### config.mk
export PLATFORM = sky130hd
export DESIGN_NAME = alu_issue_unit
export DESIGN_NICKNAME = d
export VERILOG_FILES = /design/src/rtl/alu_pkg.sv /design/src/rtl/sync_fifo.sv /design/src/rtl/alu_issue_unit.sv
export SDC_FILE = /design/constraint.sdc
export NUM_CORES = 1
export LEC_CHECK = 0
export BUFFER_PORTS_ARGS = -buffer_cell sky130_fd_sc_hd__buf_4
export CORE_MARGIN = 2
export CORE_UTILIZATION = 40
export DETAILED_ROUTE_END_ITERATION = 7
export PLACE_DENSITY = 0.6
export SLEW_MARGIN = 20
export SYNTH_ARGS = -nofsm -noshare
export SYNTH_HDL_FRONTEND = slang
export SYNTH_SLANG_ARGS = --single-unit
### constraint.sdc
create_clock -name CLK -period 3.95 [get_ports CLK]
set_input_delay 0.5925 -clock CLK [delete_from_list [all_inputs] [get_ports CLK]]
set_output_delay 0.5925 -clock CLK [all_outputs]
set_load 0.005 [all_outputs]
### src/rtl/alu_pkg.sv
`default_nettype none
// ============================================================================
// Module   : alu_pkg
// Brief    : Shared ALU select codes, default widths and response-entry layout.
// Revision : 1.0
// ============================================================================
package alu_pkg;

    localparam int DEFAULT_WIDTH = 32;
    localparam int DEFAULT_TAG_W = 4;
    localparam int DEFAULT_DEPTH = 4;

    // Select codes are carried opaquely; the issue unit never decodes them.
    localparam logic [2:0] ALU_SEL_ADD  = 3'b000;
    localparam logic [2:0] ALU_SEL_SUB  = 3'b001;
    localparam logic [2:0] ALU_SEL_AND  = 3'b010;
    localparam logic [2:0] ALU_SEL_OR   = 3'b011;
    localparam logic [2:0] ALU_SEL_XOR  = 3'b100;
    localparam logic [2:0] ALU_SEL_SLT  = 3'b101;
    localparam logic [2:0] ALU_SEL_SHF  = 3'b110;
    localparam logic [2:0] ALU_SEL_PASS = 3'b111;

    // Response entry packs {result, zero, tag} with the tag in the low bits.
    function automatic int rsp_entry_w(input int width, input int tag_w);
        return width + 1 + tag_w;
    endfunction

endpackage
`default_nettype wire

### src/rtl/sync_fifo.sv
`default_nettype none
// ============================================================================
// Module   : sync_fifo
// Brief    : Show-ahead synchronous FIFO with occupancy count, async low reset.
// Revision : 1.0
// ============================================================================
module sync_fifo #(
    parameter int WIDTH = 8,
    parameter int DEPTH = 4
) (
    input  logic                     CLK,
    input  logic                     RESET,
    input  logic                     push,
    input  logic [WIDTH-1:0]         push_data,
    input  logic                     pop,
    output logic [WIDTH-1:0]         pop_data,
    output logic                     valid,
    output logic [$clog2(DEPTH):0]   count
);

    localparam int AW = $clog2(DEPTH);
    localparam int CW = AW + 1;
    localparam logic [CW-1:0] FULL_COUNT = CW'(DEPTH);

    logic [WIDTH-1:0] mem [DEPTH];
    logic [AW-1:0]    wr_ptr;
    logic [AW-1:0]    rd_ptr;
    logic             do_push;
    logic             do_pop;

    assign valid   = (count != '0);
    assign do_pop  = pop && valid;
    // A push into a full queue is only legal when the head leaves the same cycle.
    assign do_push = push && ((count != FULL_COUNT) || do_pop);

    // Head reads as zero while empty so the response bus is clean after reset.
    assign pop_data = valid ? mem[rd_ptr] : '0;

    always_ff @(posedge CLK or negedge RESET) begin
        if (!RESET) begin
            wr_ptr <= '0;
            rd_ptr <= '0;
            count  <= '0;
        end else begin
            if (do_push) wr_ptr <= wr_ptr + 1'b1;
            if (do_pop)  rd_ptr <= rd_ptr + 1'b1;
            case ({do_push, do_pop})
                2'b10:   count <= count + 1'b1;
                2'b01:   count <= count - 1'b1;
                default: count <= count;
            endcase
        end
    end

    always_ff @(posedge CLK) begin
        if (do_push) mem[wr_ptr] <= push_data;
    end

endmodule
`default_nettype wire

### src/rtl/alu_issue_unit.sv
`default_nettype none
// ============================================================================
// Module   : alu_issue_unit
// Brief    : Registers requests onto the ALU and queues tagged results in order.
// Revision : 1.0
// ============================================================================
module alu_issue_unit
    import alu_pkg::*;
#(
    parameter int WIDTH = DEFAULT_WIDTH,
    parameter int TAG_W = DEFAULT_TAG_W,
    parameter int DEPTH = DEFAULT_DEPTH
) (
    input  logic             CLK,
    input  logic             RESET,
    input  logic             req_valid,
    output logic             req_ready,
    input  logic [WIDTH-1:0] req_data1,
    input  logic [WIDTH-1:0] req_data2,
    input  logic [2:0]       req_select,
    input  logic             req_rotate,
    input  logic [TAG_W-1:0] req_tag,
    output logic [WIDTH-1:0] alu_data1,
    output logic [WIDTH-1:0] alu_data2,
    output logic [2:0]       alu_select,
    output logic             alu_rotate,
    input  logic [WIDTH-1:0] alu_result,
    input  logic             alu_zero,
    output logic             rsp_valid,
    input  logic             rsp_ready,
    output logic [WIDTH-1:0] rsp_result,
    output logic             rsp_zero,
    output logic [TAG_W-1:0] rsp_tag,
    output logic             busy
);

    localparam int CW      = $clog2(DEPTH) + 1;
    localparam int ENTRY_W = rsp_entry_w(WIDTH, TAG_W);
    localparam logic [CW:0] DEPTH_C = (CW + 1)'(DEPTH);

    logic               inflight;
    logic [TAG_W-1:0]   tag_q;
    logic [CW-1:0]      count;
    logic [CW:0]        occupancy;
    logic [ENTRY_W-1:0] head;
    logic               accept;

    // The in-flight op already owns a slot, so the capture push can never overflow.
    assign occupancy = {1'b0, count} + {{CW{1'b0}}, inflight};
    assign req_ready = (occupancy < DEPTH_C);
    assign accept    = req_valid && req_ready;
    assign busy      = inflight || (count != '0);

    always_ff @(posedge CLK or negedge RESET) begin
        if (!RESET) begin
            alu_data1  <= '0;
            alu_data2  <= '0;
            alu_select <= ALU_SEL_ADD;
            alu_rotate <= 1'b0;
            tag_q      <= '0;
            inflight   <= 1'b0;
        end else begin
            inflight <= accept;
            if (accept) begin
                alu_data1  <= req_data1;
                alu_data2  <= req_data2;
                alu_select <= req_select;
                alu_rotate <= req_rotate;
                tag_q      <= req_tag;
            end
        end
    end

    sync_fifo #(
        .WIDTH (ENTRY_W),
        .DEPTH (DEPTH)
    ) u_rsp_fifo (
        .CLK       (CLK),
        .RESET     (RESET),
        .push      (inflight),
        .push_data ({alu_result, alu_zero, tag_q}),
        .pop       (rsp_ready),
        .pop_data  (head),
        .valid     (rsp_valid),
        .count     (count)
    );

    assign {rsp_result, rsp_zero, rsp_tag} = head;

endmodule
`default_nettype wire

==> results of run 1 <==
-- stage by stage --
step	utilization, %	cell area [um^2]	total power, mW
floorplan	-	8723	5.146
finish	52.99	11460	8.930
detailed placement	49.06	10610	6.655
global route	52.99	11460	9.448
CTS	52.96	11450	9.086
global placement	49.06	10610	6.574
-- power by group through the flow --
| stage | combinational (mW) | clock, mW | sequential [mW] |
|---|---|---|---|
| after floorplan | 1.60 | 0 | 3.55 |
| after global placement | 2.87 | 0 | 3.70 |
| after detailed placement | 2.92 | 0 | 3.73 |
| after CTS | 2.92 | 2.45 | 3.71 |
| after global routing | 3.12 | 2.54 | 3.78 |
| final | 2.85 | 2.39 | 3.69 |
-- area by class of cell --
type                            count  area [um^2]
Tap cell                          280        350.3
Clock inverter                      9        180.2
Inverter                            8        30.03
Sequential cell                   228         6449
Fill cell                        1771        10160
Multi-Input combinational cell    172         2136
Clock buffer                       35        663.1
Timing Repair Buffer              219         1648
-- sequential cells by signal, indices dropped and copies added, names as in the netlist --
register,cells
alu_rotate,1
inflight,1
u_rsp_fifo.count,3
u_rsp_fifo.rd_ptr,2
alu_select,3
alu_data2,32
u_rsp_fifo.wr_ptr,2
tag_q,4
alu_data1,32
u_rsp_fifo.mem,148
-- path summary, 6_finish.rpt --
path | startpoint | endpoint | slack, ns | depth (start not counted)
max in group asynchronous | RESET | u_rsp_fifo.rd_ptr[0] | 3.28 | 1
setup / recovery | u_rsp_fifo.rd_ptr[0] | rsp_result[30] | 0.84 | 4
setup reg to reg | u_rsp_fifo.count[0] | u_rsp_fifo.count[2] | 1.45 | 9
hold / removal | RESET | alu_data2[22] | 0.13 | 1
hold reg to reg | alu_data2[4] | alu_data2[4] | 0.51 | 1
min in group CLK | alu_result[2] | u_rsp_fifo.mem[3][7] | 0.28 | 1
-- cell families after synthesis --
family,after synthesis
compound gates,2
xor+xnor,6
fa+ha+maj,6
buf+inv,27
flops,228
mux,111
simple gates,47
-- metal layers --
layer	up-vias	global-route usage, %
met2	196	27.52
met5	-	0
met3	24	5.240
met1	2364	18.60
li1	2085	-
met4	0	3.981
-- cells in the mapped netlist --
cell / count / area (um^2)
fa_1: 1 / 20.02
mux2_2: 72 / 810.8
dfrtp_1: 80 / 2002
mux4_2: 37 / 833.3
nand2_2: 1 / 6.260
mux2i_1: 1 / 10.01
xnor2_1: 4 / 35.03
or2_2: 1 / 6.260
and2_1: 42 / 262.8
buf_2: 3 / 15.01
xor2_1: 2 / 17.52
nor2_1: 1 / 3.750
edfxtp_1: 148 / 4444
mux2_1: 1 / 11.26
o41a_1: 1 / 11.26
clkbuf_1: 5 / 18.77
a31oi_4: 1 / 21.27
buf_6: 2 / 22.52
inv_1: 8 / 30.03
or3_1: 1 / 6.260
ha_1: 5 / 62.56
nand3_1: 1 / 5.000
buf_4: 9 / 67.56
-- worst reg2reg max path: cells and delay by family, from the launching register on --
family                     cells  cell delay, ns
and+or+nand+nor                3            0.68
adders and majority gates      2            0.56
buffers and inverters          2            0.43
DFF                            1            0.48
xor gates and xnor gates       2            0.28
==> impl_metrics.csv, run 1 <==
group,metric,value,unit
outcome,status,"completed",
cts,ctsResizeCount,0,
global_route,antenna_found_initial,0,
synth,synthXorXnorAreaFrac,0.6024,%
detailed_routing,post_drt_wl_per_cell,19.21,um
detailed_routing,vias_per_cell,4.910,
setup_path,critPathBufInv,2,
setup_path,cpPeakStageDelay,0.80,ns
cts,clk_pin_slew_worst_paths,0.06,ns
synth,synthCells,427,
sta,tightest_slew,1.059,ns
die,core_area,21620,um^2
placed_design,dp.cells,907,
detailed_routing,vias,4669,
sta,skew,0.01071,ns
finish,num_antenna_cells,0,
cts,cts_hold_buf,0,
setup_path,cp-end-kind,"primary output",
detailed_routing,ant_nets,0,
worst_hold_path,hold_class,"input pin to asynchronous set/reset pin",
global_route,grt_max_degree,81,
cts,clkLatencyLatePin,0.51,ns
sta,max_freq,0.3216,GHz
setup_path,crit_slowest_cell,"dfrtp_2",
synth,synth_compound_area_share,0.3729,%
sta,relSlewSlack,29.42,%
die,dieArea,23010,um^2
setup_path,worstSetupStartpointType,"flip-flop",
synth,synth_top_family_by_area,"multiplexers",
detailed_routing,route.met3.wl,1.727,mm
synth,synthAdderAreaFrac,0.9466,%
power_and_ir_drop,ir_drop,0.0003517,V
synth,synthSimpleGateAreaFrac,3.328,%
cts,cts_root_buf,"clkbuf_16",
setup_path,worst_ep_arrival_time,2.52,ns
power_and_ir_drop,seq_power_share,41.3,%
synth,avgSynthCellArea,20.43,um^2
synth,seq_area_frac_synth,73.90,%
global_route,grt_pass1_vias,5125,
sta,drv_slew,0,
power_and_ir_drop,p_sw_share,26.85,%
power_and_ir_drop,comb_power_share,31.9,%
setup_path,crit_fanout,21,
sta,setup_viol_count_final,0,
synth,syn_nets,542,
power_and_ir_drop,p_leak,4.512,nW
finish,final_common_cell,"buf_4",
flow_run,drv_cap,0,
cts,cts_max_level,1,
finish,fin_nets,769,
sta,whs,0.1296,ns
synth,synth_seq_cells,228,
die,core.rowCount,54,
synth,muxShareOfSynthArea,19.09,%
detailed_routing,dr_wl_met2,9.275,mm
finish,drive_above_1_share,55.29,%
cts,cts_tree,"yes",
placed_design,place.detailed.hpwl,11.74,mm
setup_path,crit_chain,"buf_4 -> mux4_2 -> and2_1 -> buf_4",
die,fp.dieW,151.7,um
cts,clockBufferDepth,3,
sta,grt_setup_unrepaired,"no",
power_and_ir_drop,switchingPower,2.397,mW
sta,setup_tns,0,ns
sta,fin_crit,3.109,ns
power_and_ir_drop,power.density,779.5,nW/um^2
global_route,grt_use_total,15.68,%
sta,setup_slack,0.8409,ns
finish,final_cell_mix,"218 x buf_4, 148 x edfxtp_1, 78 x dfrtp_1",
cts,cts_buffers,25,
detailed_routing,drc,0,
setup_path,crit_required,3.36,ns
global_route,overflow,0,
placed_design,portBuffers,216,
setup_path,critPathKind,"flip-flop to primary output",
power_and_ir_drop,pwr-share-clk,26.8,%
synth,yosys_warnings,0,
sta,finalCritPeriodShare,78.71,%
detailed_routing,first_pass_iters,4,
global_route,grt_pass1_wl,27.62,mm
die,ios,217,
synth,yosysUniqueCellTypes,23,
die,start_util,40.35,%
setup_path,critical_path.top_delay_family,"flip-flops",
detailed_routing,m1WireLength,6.958,mm
finish,syn2layout_area_growth,31.33,%
detailed_routing,drtIter0Drc,131,
placed_design,pre_cts_ws,1.277,ns
placed_design,gp_congestion,0.7686,
cts,cts_setup_buffers,0,
synth,syn-cell-area,8723,um^2
sta,hold_viol,0,
setup_path,cp_common_cell,"buf_4",
die,die_h,151.7,um
finish,final_cell_count_no_fill,951,
detailed_routing,wl,18.27,mm
power_and_ir_drop,intPower,6.532,mW
cts,clock_sinks,228,
detailed_routing,top_layer,"met4",
(Power assumes the default switching activity.)
==> inputs of run 2 (changes only) <==
--- a/config.mk
+++ b/config.mk
@@ -5,11 +5,12 @@
 export SDC_FILE = /design/constraint.sdc
 export NUM_CORES = 1
 export LEC_CHECK = 0
+export ABC_AREA = 1
 export BUFFER_PORTS_ARGS = -buffer_cell sky130_fd_sc_hd__buf_4
 export CORE_MARGIN = 2
 export CORE_UTILIZATION = 40
 export DETAILED_ROUTE_END_ITERATION = 7
-export PLACE_DENSITY = 0.6
+export PLACE_DENSITY = 0.61
 export SLEW_MARGIN = 20
 export SYNTH_ARGS = -nofsm -noshare
 export SYNTH_HDL_FRONTEND = slang
==> constraint.sdc (replaced) <==
create_clock -name CLK -period 2.6 [get_ports CLK]
set_input_delay 0.39 -clock CLK [delete_from_list [all_inputs] [get_ports CLK]]
set_output_delay 0.39 -clock CLK [all_outputs]
set_load 0.005 [all_outputs]
==> run 2 against run 1 <==
Critical path depth increased by 2. Flip-flop and latch count unchanged. Setup slack got worse by 0.65 ns. Die area increased by 11%. Worst hold slack got worse by 0.067 ns. Cell count increased by 59%. Wire length increased by 18%. Non-clock buffer count increased by 16.
==> impl_metrics.csv, run 2 <==
group,metric,value,unit
outcome,status,"completed",
setup_path,cp_common_cell,"buf_4",
setup_path,critPathKind,"flip-flop to primary output",
die,core_area,24110,um^2
sta,drv_slew,0,
detailed_routing,ant_nets,0,
finish,multi_input_area,2133,um^2
cts,cts_buffers,25,
detailed_routing,drtIter0Drc,344,
synth,async_flop_share,35.09,%
setup_path,cp-end-kind,"primary output",
setup_path,worst-r2r-cell-count,8,
finish,final_cell_count_no_fill,1515,
finish,syn2layout_area_growth,29.25,%
cts,cts_max_level,1,
power_and_ir_drop,switchingPower,4.753,mW
global_route,overflow,0,
die,dieArea,25570,um^2
synth,yosysTopAreaCellShare,45.70,%
finish,regMostFlops,"u_rsp_fifo.mem",
die,core.rowCount,57,
setup_path,worstSetupStartpointType,"flip-flop",
setup_path,crit_fanout,31,
worst_hold_path,holdPathStages,1,
setup_path,crit_slowest_cell,"dfrtp_1",
die,start_util,40.34,%
cts,cts_tree,"yes",
power_and_ir_drop,intPower,9.484,mW
worst_hold_path,whs_endpoint,"u_rsp_fifo.mem[0][33]",
setup_path,critPathBufInv,3,
placed_design,dp.cells,1468,
synth,synth_seq_cells,228,
finish,num_antenna_cells,0,
placed_design,gp_congestion,0.7294,
setup_path,crit_required,2.21,ns
synth,yosysUniqueCellTypes,26,
finish,final_cell_mix,"234 x inv_1, 227 x buf_4, 221 x nand2_1",
cts,clock_sinks,228,
cts,cts_root_buf,"clkbuf_16",
finish,largestRegisters,"u_rsp_fifo.mem: 148 flops, alu_data1: 32 flops, alu_data2: 32 flops",
placed_design,place.detailed.hpwl,14.01,mm
synth,avgSynthCellArea,10.21,um^2
power_and_ir_drop,seq_power_share,38.0,%
cts,clk_pin_slew_worst_paths,0.06,ns
setup_path,critical_path.top_delay_family,"buffers and inverters",
power_and_ir_drop,power.density,1133,nW/um^2
setup_path,worst_ep_arrival_time,2.02,ns
sta,whs,0.06270,ns
detailed_routing,first_pass_iters,4,
power_and_ir_drop,ir_drop,0.0006288,V
synth,syn_nets,1067,
detailed_routing,vias,6717,
detailed_routing,post_drt_wl_per_cell,14.27,um
setup_path,rr_startpoint,"u_rsp_fifo.count[1]",
synth,synth_most_common_cell,"inv_1",
power_and_ir_drop,finalPower,14.24,mW
global_route,grt_max_degree,77,
setup_path,regToRegEndpoint,"u_rsp_fifo.count[1]",
setup_path,r2r_slack,0.68,ns
setup_path,cpPeakStageDelay,0.41,ns
finish,drive_above_1_share,26.53,%
synth,synth_edf_count,148,
power_and_ir_drop,comb_power_share,37.2,%
sta,finalCritPeriodShare,92.75,%
sta,setup_slack,0.1884,ns
die,ios,217,
sta,fin_crit,2.412,ns
synth,ys_top_cells_by_area,"edfxtp_1 46%, dfrtp_1 21%, inv_1 9.0%, nand2_1 8.5%, nand3_1 4.0%",
die,fp.dieW,159.9,um
placed_design,pre_cts_ws,0.5243,ns
sta,skew,0.01776,ns
sta,tightest_slew,0.7838,ns
setup_path,crit_chain,"nor2_1 -> nand2_1 -> inv_4 -> buf_4 -> a21oi_1 -> buf_4",
global_route,grt_use_total,16.89,%
global_route,grt_pass1_wl,34.77,mm
detailed_routing,drc,0,
sta,max_freq,0.4147,GHz
flow_run,drv_cap,0,
sta,setup_viol_count_final,0,
global_route,grt_pass1_vias,6689,
worst_hold_path,hold_class,"input pin to flip-flop",
synth,syn-cell-area,9724,um^2
sta,grt_setup_unrepaired,"no",
detailed_routing,vias_per_cell,4.434,
synth,synthCells,952,
synth,post-synth-top-area-cell,"edfxtp_1",
placed_design,portBuffers,216,
worst_hold_path,min_from,"alu_result[28]",
finish,final_common_cell,"inv_1",
detailed_routing,wl,21.62,mm
finish,regArea,6449,um^2
cts,clockBufferDepth,3,
sta,relSlewSlack,47.74,%
finish,nFillCells,2179,
synth,synthFlopType,"edfxtp_1",
synth,yosys_warnings,0,
sta,hold_viol,0,
finish,largest_reg_flops,148,
power_and_ir_drop,pwr-share-clk,24.8,%
synth,seq_area_frac_synth,66.29,%
power_and_ir_drop,p_sw_share,33.38,%
cts,cts_setup_buffers,0,
finish,fin_nets,1287,
cts,clkLatencyLatePin,0.53,ns
global_route,antenna_found_initial,0,
synth,synth_common_cells,"234 x inv_1, 221 x nand2_1, 148 x edfxtp_1",
die,die_h,159.9,um
power_and_ir_drop,p_leak,6.111,nW
[run 2: cell types whose count changed after synthesis, moves of 42 or more]
cell	delta
and2_1	-42
inv_1	+226
nand3_1	+76
nand2_1	+221
mux2_2	-72
[run 2: power by group through the flow]
stage               registers, mW  logic (mW)  clock network [mW]
floorplan                    5.45        2.78                   0
global placement             5.44        5.35                   0
detailed placement           5.47        5.41                   0
CTS                          5.42        5.42                3.63
global route                 5.53        5.93                3.80
finish                       5.41        5.29                3.53
[run 2: how the worst max path moves through the flow]
stage	startpoint	to	slack, ns	cells after the start
2_1_floorplan	u_rsp_fifo.count[2]	u_rsp_fifo.mem[0][0]	-0.14	5
3_3_place_gp	u_rsp_fifo.count[1]	rsp_result[20]	0.56	6
3_5_place_dp	u_rsp_fifo.count[1]	rsp_result[1]	0.52	6
4_1_cts	u_rsp_fifo.count[1]	rsp_result[1]	0.14	6
5_1_grt	u_rsp_fifo.count[1]	rsp_result[25]	0.06	6
6_report	u_rsp_fifo.count[1]	rsp_result[1]	0.19	6
[run 2: what timing repair did]
action	in CTS	in global routing
endpoints found under the setup margin	7	0
hold buffers	1	0
gates resized for setup	1	0
endpoints found under the hold margin	36	0
[run 2: final cells by class]
| class | count | share of cell area (%) |
|---|---|---|
| clock buffers | 36 | 5.804 |
| clock inverters | 10 | 0.8064 |
| inverters | 238 | 7.128 |
| multi-input cells | 444 | 16.97 |
| flip-flops and latches | 228 | 51.31 |
| well taps | 324 | 3.225 |
| repair buffers | 235 | 14.75 |
[run 2: layer usage]
metal | vias to the layer above | share of wire, % | GRT usage, %
met5 | - | 0 | 0
met1 | 3085 | 41 | 20.64
li1 | 3396 | - | -
met3 | 22 | 10 | 6.364
met4 | 0 | 1.3 | 3.972
met2 | 214 | 48 | 28.53
[run 2: through the flow]
stage | cell area (um^2) | util [%] | TNS [ns]
after global routing | 12570 | 52.14 | 0
after global placement | 11730 | 48.64 | 0
after CTS | 12570 | 52.14 | 0
after detailed placement | 11730 | 48.64 | 0
after floorplan | 9724 | - | -20.18
final | 12570 | 52.14 | 0
[run 2: cell families after synthesis]
group / Yosys count / synth area share (%)
AO/OA/AOI/OAI: 111 / 6.369
AND/OR/NAND/NOR: 325 / 14.23
adder cells (fa/ha/maj): 6 / 0.8492
XOR/XNOR: 2 / 0.1802
buffers and inverters: 280 / 12.08
flip-flops: 228 / 66.29
